File: config.mk
export PLATFORM = sky130hd
export DESIGN_NAME = freq_meas_scheduler
export DESIGN_NICKNAME = d
export VERILOG_FILES = /design/src/rtl/freq_meas_pkg.sv /design/src/rtl/edge_sync.sv /design/src/rtl/freq_meas_scheduler.sv
export SDC_FILE = /design/constraint.sdc
export NUM_CORES = 1
export LEC_CHECK = 0
export ABC_AREA = 1
export BUFFER_PORTS_ARGS = -buffer_cell sky130_fd_sc_hd__buf_4
export CAP_MARGIN = 5
export CORE_MARGIN = 2
export CORE_UTILIZATION = 63
export DETAILED_ROUTE_END_ITERATION = 16
export PLACE_DENSITY = 0.82
export SLEW_MARGIN = 5
export SYNTH_ARGS = -nofsm -noshare
export SYNTH_HDL_FRONTEND = slang
export SYNTH_HIERARCHICAL = 1
export SYNTH_SLANG_ARGS = --single-unit
File: constraint.sdc
create_clock -name clk -period 5.5 [get_ports clk]
set_clock_uncertainty 0.15 [all_clocks]
set_input_delay 1.1 -clock clk [delete_from_list [all_inputs] [get_ports clk]]
set_output_delay 1.1 -clock clk [all_outputs]
set_load 0.02 [all_outputs]
File: src/rtl/freq_meas_pkg.sv
// Shared types and defaults for the theremin frequency measurement scheduler.
//   - state_e : scheduler FSM states
//   - ch_e    : measurement channel (pitch / volume)
//   - rr_pick : round-robin grant given the priority pointer and request levels
package freq_meas_pkg;

  localparam int unsigned GATE_CYCLES_DEF   = 50000;  // 1 ms at 50 MHz
  localparam int unsigned SETTLE_CYCLES_DEF = 2;
  localparam int unsigned CNT_W_DEF         = 16;

  typedef enum logic [1:0] {
    IDLE   = 2'd0,
    SETTLE = 2'd1,
    GATE   = 2'd2,
    STORE  = 2'd3
  } state_e;

  typedef enum logic {
    CH_PITCH  = 1'b0,
    CH_VOLUME = 1'b1
  } ch_e;

  // The channel that is not ch.
  function automatic ch_e ch_other(input ch_e ch);
    return (ch == CH_PITCH) ? CH_VOLUME : CH_PITCH;
  endfunction

  // Pointer channel wins if it requests, otherwise the other channel.
  // Only meaningful when at least one request is high.
  function automatic ch_e rr_pick(input ch_e ptr, input logic pitch_req,
                                  input logic volume_req);
    logic ptr_req;
    ptr_req = (ptr == CH_PITCH) ? pitch_req : volume_req;
    return ptr_req ? ptr : ch_other(ptr);
  endfunction

endpackage

File: src/rtl/edge_sync.sv
// Two-flop synchronizer followed by a registered rising-edge detector.
//   clk, reset_n : clock, asynchronous active-low reset
//   sq_i         : asynchronous square wave
//   rise_o       : one-cycle pulse, 3 cycles after the input rises
module edge_sync (
  input  logic clk,
  input  logic reset_n,
  input  logic sq_i,
  output logic rise_o
);

  logic [1:0] sync_q;
  logic       prev_q;
  logic       rise_q;

  always_ff @(posedge clk or negedge reset_n) begin
    if (!reset_n) begin
      sync_q <= 2'b00;
      prev_q <= 1'b0;
      rise_q <= 1'b0;
    end else begin
      sync_q <= {sync_q[0], sq_i};
      prev_q <= sync_q[1];
      rise_q <= sync_q[1] & ~prev_q;
    end
  end

  assign rise_o = rise_q;

endmodule

File: src/rtl/freq_meas_scheduler.sv
// Shares one gated edge counter between the pitch and volume oscillator
// inputs. Each measurement is SETTLE_CYCLES of dead time followed by a
// GATE_CYCLES counting window and a one-cycle STORE; grants alternate
// round-robin between the requesting channels.
//   clk, reset_n            : clock, asynchronous active-low reset
//   enable                  : run enable; low during SETTLE/GATE aborts
//   pitch_sq, volume_sq     : asynchronous oscillator square waves
//   pitch_req, volume_req   : per-channel measurement request levels
//   pitch_count/valid/ovf   : last pitch result, new-result pulse, saturated
//   volume_count/valid/ovf  : last volume result, new-result pulse, saturated
//   active_ch               : granted channel (0 pitch, 1 volume)
//   busy                    : FSM is not IDLE
module freq_meas_scheduler
  import freq_meas_pkg::*;
#(
  parameter int unsigned GATE_CYCLES   = GATE_CYCLES_DEF,
  parameter int unsigned SETTLE_CYCLES = SETTLE_CYCLES_DEF,
  parameter int unsigned CNT_W         = CNT_W_DEF
) (
  input  logic             clk,
  input  logic             reset_n,
  input  logic             enable,
  input  logic             pitch_sq,
  input  logic             volume_sq,
  input  logic             pitch_req,
  input  logic             volume_req,
  output logic [CNT_W-1:0] pitch_count,
  output logic             pitch_valid,
  output logic             pitch_ovf,
  output logic [CNT_W-1:0] volume_count,
  output logic             volume_valid,
  output logic             volume_ovf,
  output logic             active_ch,
  output logic             busy
);

  localparam int unsigned TMR_MAX = (GATE_CYCLES > SETTLE_CYCLES) ? GATE_CYCLES : SETTLE_CYCLES;
  localparam int unsigned TMR_W   = (TMR_MAX > 2) ? $clog2(TMR_MAX) : 1;
  localparam logic [TMR_W-1:0] SETTLE_LOAD = TMR_W'(SETTLE_CYCLES - 1);
  localparam logic [TMR_W-1:0] GATE_LOAD   = TMR_W'(GATE_CYCLES - 1);
  localparam logic [CNT_W-1:0] CNT_MAX     = {CNT_W{1'b1}};

  // Input conditioning
  logic pitch_rise, volume_rise;

  edge_sync u_sync_pitch (
    .clk     (clk),
    .reset_n (reset_n),
    .sq_i    (pitch_sq),
    .rise_o  (pitch_rise)
  );

  edge_sync u_sync_volume (
    .clk     (clk),
    .reset_n (reset_n),
    .sq_i    (volume_sq),
    .rise_o  (volume_rise)
  );

  state_e           state_q, state_d;
  logic [TMR_W-1:0] tmr_q, tmr_d;
  logic [CNT_W-1:0] cnt_q, cnt_d;
  logic             ovf_acc_q, ovf_acc_d;
  ch_e              active_q, active_d;
  ch_e              ptr_q, ptr_d;
  logic             edge_sel_q;
  logic             store_c;
  logic             any_req_c;
  ch_e              grant_c;

  assign any_req_c = pitch_req | volume_req;
  assign grant_c   = rr_pick(ptr_q, pitch_req, volume_req);

  // Selected edge stream; the extra stage is flushed by the settle period.
  always_ff @(posedge clk or negedge reset_n) begin
    if (!reset_n) begin
      edge_sel_q <= 1'b0;
    end else begin
      edge_sel_q <= (active_q == CH_VOLUME) ? volume_rise : pitch_rise;
    end
  end

  // Next-state: FSM, window timer, saturating counter, arbitration
  always_comb begin
    state_d   = state_q;
    tmr_d     = tmr_q;
    cnt_d     = cnt_q;
    ovf_acc_d = ovf_acc_q;
    active_d  = active_q;
    ptr_d     = ptr_q;
    store_c   = 1'b0;

    unique case (state_q)
      IDLE: begin
        cnt_d     = '0;
        ovf_acc_d = 1'b0;
        if (enable && any_req_c) begin
          state_d  = SETTLE;
          tmr_d    = SETTLE_LOAD;
          active_d = grant_c;
          ptr_d    = ch_other(grant_c);
        end
      end

      SETTLE: begin
        cnt_d     = '0;
        ovf_acc_d = 1'b0;
        if (!enable) begin
          state_d = IDLE;
        end else if (tmr_q == '0) begin
          state_d = GATE;
          tmr_d   = GATE_LOAD;
        end else begin
          tmr_d = tmr_q - TMR_W'(1);
        end
      end

      GATE: begin
        if (!enable) begin
          state_d = IDLE;
        end else begin
          if (edge_sel_q) begin
            if (cnt_q == CNT_MAX) begin
              ovf_acc_d = 1'b1;
            end else begin
              cnt_d = cnt_q + CNT_W'(1);
            end
          end
          if (tmr_q == '0) begin
            state_d = STORE;
          end else begin
            tmr_d = tmr_q - TMR_W'(1);
          end
        end
      end

      STORE: begin
        store_c = 1'b1;
        if (enable && any_req_c) begin
          state_d  = SETTLE;
          tmr_d    = SETTLE_LOAD;
          active_d = grant_c;
          ptr_d    = ch_other(grant_c);
        end else begin
          state_d = IDLE;
        end
      end

      default: begin
        state_d = IDLE;
      end
    endcase
  end

  // State and control registers
  always_ff @(posedge clk or negedge reset_n) begin
    if (!reset_n) begin
      state_q   <= IDLE;
      tmr_q     <= '0;
      cnt_q     <= '0;
      ovf_acc_q <= 1'b0;
      active_q  <= CH_PITCH;
      ptr_q     <= CH_PITCH;
    end else begin
      state_q   <= state_d;
      tmr_q     <= tmr_d;
      cnt_q     <= cnt_d;
      ovf_acc_q <= ovf_acc_d;
      active_q  <= active_d;
      ptr_q     <= ptr_d;
    end
  end

  // Result registers; only the granted channel is written on STORE.
  logic [CNT_W-1:0] pitch_count_q, volume_count_q;
  logic             pitch_valid_q, volume_valid_q;
  logic             pitch_ovf_q, volume_ovf_q;
  logic             busy_q;

  always_ff @(posedge clk or negedge reset_n) begin
    if (!reset_n) begin
      pitch_count_q  <= '0;
      pitch_valid_q  <= 1'b0;
      pitch_ovf_q    <= 1'b0;
      volume_count_q <= '0;
      volume_valid_q <= 1'b0;
      volume_ovf_q   <= 1'b0;
      busy_q         <= 1'b0;
    end else begin
      pitch_valid_q  <= 1'b0;
      volume_valid_q <= 1'b0;
      busy_q         <= (state_d != IDLE);
      if (store_c) begin
        if (active_q == CH_PITCH) begin
          pitch_count_q <= cnt_q;
          pitch_ovf_q   <= ovf_acc_q;
          pitch_valid_q <= 1'b1;
        end else begin
          volume_count_q <= cnt_q;
          volume_ovf_q   <= ovf_acc_q;
          volume_valid_q <= 1'b1;
        end
      end
    end
  end

  assign pitch_count  = pitch_count_q;
  assign pitch_valid  = pitch_valid_q;
  assign pitch_ovf    = pitch_ovf_q;
  assign volume_count = volume_count_q;
  assign volume_valid = volume_valid_q;
  assign volume_ovf   = volume_ovf_q;
  assign active_ch    = active_q;
  assign busy         = busy_q;

endmodule

==> flow_summary.yaml <==
run_status:
  status: "finished, final reports clean"
setup_path:
  reg2reg_slack_ns: 2.72
  crit_type: "register to register"
  r2r_cells: 9
  worstPathArrival_ns: 2.87
  required_ns: 5.59
  timing.rr.start: "state_q[0]"
  critPathLaunchType: "register"
  cp_max_fo: 14
  r2r_end: "tmr_q[3]"
  crit_path_end_kind: "register"
clock_network:
  numClockSinks: 83
  clk_pin_slew_worst_paths_ns: 0.08
  cts_tree: "built"
  cts_hold_buf: 0
  ctsLongestPathBuffers: 2
  cts_root_buf: "clkbuf_8"
  cts-buffers-inserted: 9
  insertion_delay_ns: 0.36
  htree_levels: 3
  cts-resized-gates: 0
  post_cts_buffers: 0
synth:
  synth-seq-area-share: 0.5179
  ys_ff_latch: 83
  synth.avg_cell_area_um2: 8.372
  syn_area_mm2: 0.004010
  synth_cells: 479
  synth.distinct_cells: 32
  synth_nets: 492
  ys_warn_count: 6
sta:
  tns_ns: 0
  maxSlewHeadroom: 0.3115
  hold_viol_final: 0
  period_minus_slack_ns: 2.783
  worstMarginPinSlew_ns: 1.030
  period_share: 0.5060
  rsz0062_at_grt: "false"
  setup_viol: 0
  maxSlewViolCount: 0
  max_freq_mhz: 359.3
drt:
  finalWirelength_um: 8459
  final_antenna_net_count: 0
  drt-wirelength-per-cell_um: 14.00
  vias: 3205
  drt_pre_antenna_iters: 4
  avgViaCountPerCell: 5.306
  drtIter0Drc: 206
  route.detailed.drc: 0
hold_path:
  hp-class: "register to register"
  min_from: "u_sync_pitch/sync_q[0]"
  holdPathStages: 0
  min_to: "u_sync_pitch/sync_q[1]"
final_layout:
  nets: 535
  fillers: 455
  drive_gt1_frac: 0.1613
  fin_util: 0.7394
  area_delta_synth_final_pct: 15.07
  diodes: 0
global_route:
  grt_max_degree: 84
  grt_first_pass_wirelength_um: 14370
  grt_pass1_vias: 3010
  grt_usage: 0.2587
  grt-ovfl-total: 0
  grt_antenna_before_repair: 0
die:
  die-width_um: 83.78
  die-area_mm2: 0.007019
  ios: 45
  start_util: 0.6425
  die_h_um: 83.78
  num_rows: 29
  core_mm2: 0.006241
power_and_ir_drop:
  p_per_area_mw_per_mm2: 400.5
  ir_drop_v: 0.0003206
  power.leakage_nw: 2.292
flow_run:
  drv_cap: 0
placement:
  numPortBuffers: 44
  place_hpwl_um: 5872
  routabilityCongestion: 0.9674
## placed cells by master, fill, tap and decap left out
master,count
nor2_2,4
a21oi_4,1
dfrtp_1,83
a21boi_0,1
o21ai_4,1
nand2_1,132
bufinv_16,3
o21a_1,1
clkinvlp_4,1
clkinv_4,1
nor2_4,3
nand3_1,27
o21ai_2,4
clkbuf_8,9
nand4_1,8
ha_1,6
o31ai_1,1
inv_1,49
nand2_4,1
a21oi_1,1
nand3_2,5
nor2_1,50
inv_6,2
o21ai_0,59
o211ai_1,1
mux2_2,1
o2111ai_1,1
inv_2,2
nor3_1,4
xnor2_1,2
buf_4,44
o21bai_1,1
xor2_1,13
and2_1,2
nand2_2,3
## cell type report
cell class	count	area, µm²	share of cell area
clock buffers	9	123.9	0.02684
clock inverters	7	123.9	0.02684
inverters	51	191.4	0.04149
multi-input cells	333	1672	0.3623
flip-flops and latches	83	2077	0.4501
well taps	77	96.34	0.02088
repair buffers	44	330.3	0.07158
## worst max path at each step
stage                     slack, ns  startpoint  endpoint
after floorplan                3.33  volume_req  tmr_q[7]
after global placement         2.77  volume_req  tmr_q[3]
after detailed placement       2.67  volume_req  tmr_q[9]
after CTS                      2.74  state_q[0]  tmr_q[3]
after global routing           2.42  state_q[0]  tmr_q[1]
final                          2.72  state_q[0]  tmr_q[3]
## synth_stat cells, drive strengths merged
master | instances | area share
ha | 6 | 0.019
xor2 | 13 | 0.028
nor3 | 4 | 0.0050
and2 | 2 | 0.0031
o21bai | 1 | 0.0019
mux2 | 1 | 0.0028
buf | 5 | 0.011
o211ai | 1 | 0.0019
o2111ai | 1 | 0.0022
dfrtp | 83 | 0.52
nand2 | 136 | 0.13
nand3 | 32 | 0.046
clkbuf | 7 | 0.0066
o31ai | 1 | 0.0019
a21oi | 2 | 0.0053
o21ai | 64 | 0.086
inv | 51 | 0.048
xnor2 | 2 | 0.0044
o21a | 1 | 0.0019
a21boi | 1 | 0.0019
nor2 | 57 | 0.061
nand4 | 8 | 0.012
## registers in the layout, summed over array words and instances (netlist names), 2 cells and up
signal,count
cnt_q,16
pitch_count,16
state_q,2
tmr_q,16
u_sync_pitch/sync_q,2
u_sync_volume/sync_q,2
volume_count,16
## worst max-delay path, cell delays in order, from the launching register on
cell,delay (ns)
dfrtp_1,0.41
inv_1,0.13
ha_1,0.67
nor2_2,0.17
o21ai_0,0.19
nand2_1,0.26
nand2_1,0.40
inv_1,0.14
nand2_1,0.09
nand2_1,0.06
## where the power goes
group          internal (W)  switching, W
Clock              0.000305      0.000226
Sequential         0.000672     0.0000553
Combinational      0.000195      0.000394
Total               0.00117      0.000676
## layer usage
layer / wire [µm] / track usage / vias up
met4: 171 / 0.1070 / 0
met5: 0 / 0 / -
li1: - / - / 1608
met3: 395 / 0.04253 / 17
met2: 3707 / 0.3782 / 92
met1: 4185 / 0.3879 / 1488
## through the flow
stage / power, W / setup slack [ns] / hold WS (ns) / cells / instance area [µm²]
global route: 0.001972 / 2.418 / 0.2127 / 604 / 4614
CTS: 0.001850 / 2.742 / 0.2133 / 604 / 4614
floorplan: 0.001191 / 3.334 / 0.1812 / 479 / 4010
global placement: 0.001298 / 2.774 / 0.1951 / 588 / 4367
detailed placement: 0.001316 / 2.667 / 0.1948 / 588 / 4367
finish: 0.001848 / 2.717 / 0.2061 / 604 / 4614
## cell families after synthesis
kind of cell / share of synthesized area
buf+inv: 0.06521
compound gates: 0.1033
flops: 0.5179
xor+xnor: 0.03276
mux: 0.002808
simple gates: 0.2593
fa+ha+maj: 0.01872
Note: power is estimated with default switching activity, not from simulation.
